### src/rtl/execute_cycle.sv
// Execute stage: operand forwarding, ALU, branch/jump resolution and the EX/MEM register.
// Redirect outputs are combinational; everything headed to the memory stage is registered.
module execute_cycle #(
  parameter int XLEN = 32
) (
  input  logic            clk,
  input  logic            rst,
  input  logic            RegWriteE,
  input  logic            ALUSrcE,
  input  logic            MemWriteE,
  input  logic            BranchE,
  input  logic            JumpE,
  input  logic [1:0]      ResultSrcE,
  input  logic [2:0]      ALUControlE,
  input  logic [XLEN-1:0] RD1E,
  input  logic [XLEN-1:0] RD2E,
  input  logic [XLEN-1:0] PCE,
  input  logic [XLEN-1:0] PCPlus4E,
  input  logic [XLEN-1:0] ImmExtE,
  input  logic [4:0]      RdE,
  input  logic [1:0]      ForwardAE,
  input  logic [1:0]      ForwardBE,
  input  logic [XLEN-1:0] ResultW,
  output logic            PCSrcE,
  output logic [XLEN-1:0] PCTargetE,
  output logic            RegWriteM,
  output logic            MemWriteM,
  output logic [1:0]      ResultSrcM,
  output logic [4:0]      RdM,
  output logic [XLEN-1:0] ALUResultM,
  output logic [XLEN-1:0] WriteDataM,
  output logic [XLEN-1:0] PCPlus4M
);

  logic [XLEN-1:0] src_a, write_data_e, src_b, alu_result_e;
  logic            zero_e;

  // Select 11 is reserved and falls back to the register-file operand.
  always_comb begin
    case (ForwardAE)
      2'b01:   src_a = ResultW;
      2'b10:   src_a = ALUResultM;
      default: src_a = RD1E;
    endcase
  end

  always_comb begin
    case (ForwardBE)
      2'b01:   write_data_e = ResultW;
      2'b10:   write_data_e = ALUResultM;
      default: write_data_e = RD2E;
    endcase
  end

  assign src_b = ALUSrcE ? ImmExtE : write_data_e;

  always_comb begin
    case (ALUControlE)
      3'b000:  alu_result_e = src_a + src_b;
      3'b001:  alu_result_e = src_a - src_b;
      3'b010:  alu_result_e = src_a & src_b;
      3'b011:  alu_result_e = src_a | src_b;
      3'b101:  alu_result_e = {{(XLEN-1){1'b0}}, ($signed(src_a) < $signed(src_b))};
      default: alu_result_e = '0;
    endcase
  end

  assign zero_e    = (alu_result_e == '0);
  assign PCSrcE    = (BranchE & zero_e) | JumpE;
  assign PCTargetE = PCE + ImmExtE;

  // Forwarded B is stored as store data so a forwarded store writes the fresh value.
  always_ff @(posedge clk) begin
    if (rst) begin
      RegWriteM  <= 1'b0;
      MemWriteM  <= 1'b0;
      ResultSrcM <= 2'b00;
      RdM        <= 5'd0;
      ALUResultM <= '0;
      WriteDataM <= '0;
      PCPlus4M   <= '0;
    end else begin
      RegWriteM  <= RegWriteE;
      MemWriteM  <= MemWriteE;
      ResultSrcM <= ResultSrcE;
      RdM        <= RdE;
      ALUResultM <= alu_result_e;
      WriteDataM <= write_data_e;
      PCPlus4M   <= PCPlus4E;
    end
  end

endmodule
### config.mk
export PLATFORM = sky130hd
export DESIGN_NAME = execute_cycle
export DESIGN_NICKNAME = d
export VERILOG_FILES = /design/src/rtl/execute_cycle.sv
export SDC_FILE = /design/constraint.sdc
export NUM_CORES = 1
export LEC_CHECK = 0
export ABC_AREA = 0
export CAP_MARGIN = 20
export CORE_MARGIN = 5
export CORE_UTILIZATION = 48
export DETAILED_ROUTE_END_ITERATION = 8
export GPL_TIMING_DRIVEN = 0
export PLACE_DENSITY = 0.83
export SLEW_MARGIN = 15
export SYNTH_ARGS = -nofsm -noshare
export SYNTH_HDL_FRONTEND = slang
export SYNTH_SLANG_ARGS = --single-unit
### constraint.sdc
create_clock -name clk -period 8.1 [get_ports clk]
set_input_delay 1.215 -clock clk [delete_from_list [all_inputs] [get_ports clk]]
set_output_delay 1.215 -clock clk [all_outputs]
set_load 0.05 [all_outputs]
==> out/qor.txt <==
outcome = completed
initial antenna violation count = 9
worst r2r dst = ALUResultM[31]$_SDFF_PP0_
Detailed Routing Iterations Pass 1 = 8
Max Transition Viols Final = 0
GRT overflow = 0
Starting Density = 0.4831
fmax = 125.1 MHz
Fill cells = 1945
largest net degree at the start of global routing = 20
Synth Area in Compound Gates = 0.2966
Max IR drop VDD = 0.1255 mV
crit-path cells = clkdlybuf4s50_1, inv_1, ha_1, buf_2, a22oi_1, nor2_1, a21oi_1, o21ai_0, ha_1, nor2b_1, o41ai_2, a21oi_1, nor3b_1, o221a_2, nand4_2, a2111o_1, or4b_1, nor4_2, nand4_1, nor3_2, a41o_1, buf_4
clock slew seen by the registers of the worst setup and hold paths = 0.08 ns
WL/cell = 23.04 µm
Worst Setup EP = PCSrcE
Post-Syn Instances = 1485
Post-CTS Hold Buffers = 0
Worst Skew = 0.01327 ns
first-pass GRT wire length = 73050 µm
DRC viols = 0
vias in the first global route = 12220
Iteration-0 DRC Markers = 1331
Area Overhead vs Synth = 39.75%
Tmin final = 7.994 ns
site row count = 55
insertion delay to the later sink of the worst-skew pair = 0.37 ns
worst slew pin tran = 0.8987 ns
TritonCTS Sinks = 105
setup slack, reg-to-reg = 3.70 ns
CORE AREA = 22430 µm²
launch point of the worst path = ForwardBE[1]
flops & latches, synth = 105
share of cells above drive strength 1 = 0.04938
H-tree levels = 3
final hold vios = 0
CTS tree = done
multi-input logic area = 8028 µm²
leakage dissipation = 6.311 nW
Worst Path Arrival = 6.78 ns
Syn Std Cell Area = 10840 µm²
Power Density = 167.2 nW/µm²
predominant post-synthesis flop cell = dfxtp_1
Post-synth ARST share = 0
Worst Path Required = 6.88 ns
Die W = 160.3 µm
WL final = 49250 µm
DIE HEIGHT = 160.3 µm
number of synthesized flops with an enable pin = 0
Hold WC Path Type = reg2reg
Port Buf Inserts = 347
sequential cell area = 2102 µm²
Critical Path End Type = output pin
Ys Warns = 0
CTS Buf Count = 9
reg-to-reg startpoint = ALUResultM[1]$_SDFF_PP0_
max_cap viols = 0
critical path type = in2out
clk buf depth = 2
Max stage delay on crit path = 0.52 ns
XOR/XNOR share of the synthesized area = 0.04364
Setup Slack @ Placement = -1.260 ns
synth unique cells = 85
Post-Synth Simple-Gate Area = 0.2061
Synth Area per Inst = 7.298 µm²
Post-Synth Adder-Cell Area = 0.1706
Die Area = 25680 µm²
Setup Viol. Count Final = 0
Top Ports = 351
Reg2Reg Depth = 17
final setup margin = 0.1060 ns
setup_tns = 0 ns
CP max FO = 10
final worst path period share = 0.9869
final net count = 2197
commonest non-fill, non-tap cell in the layout = clkdlybuf4s50_1
GP Congestion = 1.034
multiplexer share of the synthesized area = 0.01351
Slowest cell on crit path = clkdlybuf4s50_1
most frequent cells in the layout = clkdlybuf4s50_1 (346), nor2_1 (149), ha_1 (141), a21oi_1 (130), inv_1 (114)
CTS root buffer = clkbuf_16
Mapped Nets = 1844
drt via density = 5.962
GRT Total Usage = 0.3636
Detail Route Antenna Nets = 0
Via Count = 12740
sequential share of the synthesized area = 0.1940
Critical Path Start Type = input pin
Final HPWL DP = 41370 µm
largest family of logic cells by synthesized area = compound AO/OA/AOI/OAI gates
Worst slew margin = 0.3954
==> final cells by class <==
class                           instances  area share
Clock inverter                          5    0.005287
Buffer                                 86     0.02478
Tap cell                              285     0.02354
Sequential cell                       105      0.1388
Timing Repair Buffer                  348      0.2297
Clock buffer                           11     0.01669
Antenna cell                            9    0.001487
Inverter                              120     0.02974
Multi-Input combinational cell       1168      0.5300
==> metal layers <==
metal	track usage	share of wire	wire length [µm]
met5	0	0	0
met4	0.1744	0.052	2549
met3	0.06994	0.084	4130
met2	0.6303	0.48	23650
met1	0.4314	0.38	18920
==> stage by stage <==
step           total power, W  area, µm²    util  hold WS, ns  std cells
2_1_floorplan        0.001504      10840       -       0.9797       1485
3_3_place_gp         0.001979      14670  0.6538       0.6576       2117
3_5_place_dp         0.001992      14670  0.6538       0.6706       2117
4_1_cts              0.002490      15030  0.6701       0.6846       2131
5_1_grt              0.002647      15150  0.6751       0.7261       2137
6_report             0.002532      15150  0.6751       0.6914       2137
==> synthesized netlist by cell type (8+ instances only) <==
master | number | area [µm²]
o21ai_0 | 112 | 560.5
dfxtp_1 | 105 | 2102
xor2_1 | 12 | 105.1
a21oi_1 | 132 | 660.6
nand2_1 | 113 | 424.2
nand2b_1 | 13 | 81.33
nor2_1 | 149 | 559.3
ha_1 | 143 | 1789
a22oi_1 | 67 | 503.0
o31ai_1 | 8 | 60.06
xnor2_1 | 42 | 367.9
nand3_1 | 20 | 100.1
or3_1 | 9 | 56.30
a31oi_1 | 13 | 81.33
o21bai_1 | 17 | 127.6
nor2b_1 | 55 | 344.1
o211ai_1 | 11 | 82.58
nor4_1 | 13 | 81.33
o22ai_1 | 9 | 56.30
nand4_1 | 8 | 50.05
a211oi_1 | 12 | 90.09
mux2i_1 | 9 | 90.09
clkbuf_1 | 75 | 281.5
nor3_1 | 35 | 175.2
a21o_1 | 25 | 187.7
o21a_1 | 17 | 127.6
and2_1 | 17 | 106.4
inv_1 | 114 | 427.9
==> critical path: cells and delay by family <==
family          cells  cell delay [ns]
compound gates      8             2.13
fa+ha+maj           2             0.60
buf+inv             4             1.02
simple gates        8             1.80
==> flip-flops by register name (all words and copies together), names as in the netlist <==
register and flops:
ALUResultM 32, RdM 5, ResultSrcM 2, RegWriteM 1, MemWriteM 1, WriteDataM 32, PCPlus4M 32
==> worst min-delay path by stage <==
stage,end,slack [ns],start,cells after the start
5_1_grt,WriteDataM[31]$_SDFF_PP0_,0.73,ALUResultM[31]$_SDFF_PP0_,4
2_1_floorplan,WriteDataM[0]$_SDFF_PP0_,0.98,ALUResultM[0]$_SDFF_PP0_,4
3_5_place_dp,WriteDataM[31]$_SDFF_PP0_,0.67,ALUResultM[31]$_SDFF_PP0_,4
6_report,WriteDataM[31]$_SDFF_PP0_,0.69,ALUResultM[31]$_SDFF_PP0_,4
3_3_place_gp,WriteDataM[31]$_SDFF_PP0_,0.66,ALUResultM[31]$_SDFF_PP0_,4
4_1_cts,WriteDataM[31]$_SDFF_PP0_,0.68,ALUResultM[31]$_SDFF_PP0_,4
==> power breakdown <==
part	switching, W	internal, W	leakage (nW)
logic	0.000919	0.000540	5.28
registers	0.0000229	0.000553	0.868
clock network	0.000230	0.000267	0.165
==> kinds of logic after synthesis <==
family	Yosys count
AOI/OAI and AO/OA	495
xor gates and xnor gates	54
adders and majority gates	146
buffers and inverters	212
DFF	105
muxes	12
and+or+nand+nor	461
==> what timing repair did <==
item | 4_1_cts | 5_1_grt
endpoints found under the setup margin | 1 | 1
pin swaps | 0 | 2
gates resized for setup | 39 | 53
setup buffers | 0 | 1
Note: power is estimated with default switching activity, not from simulation.
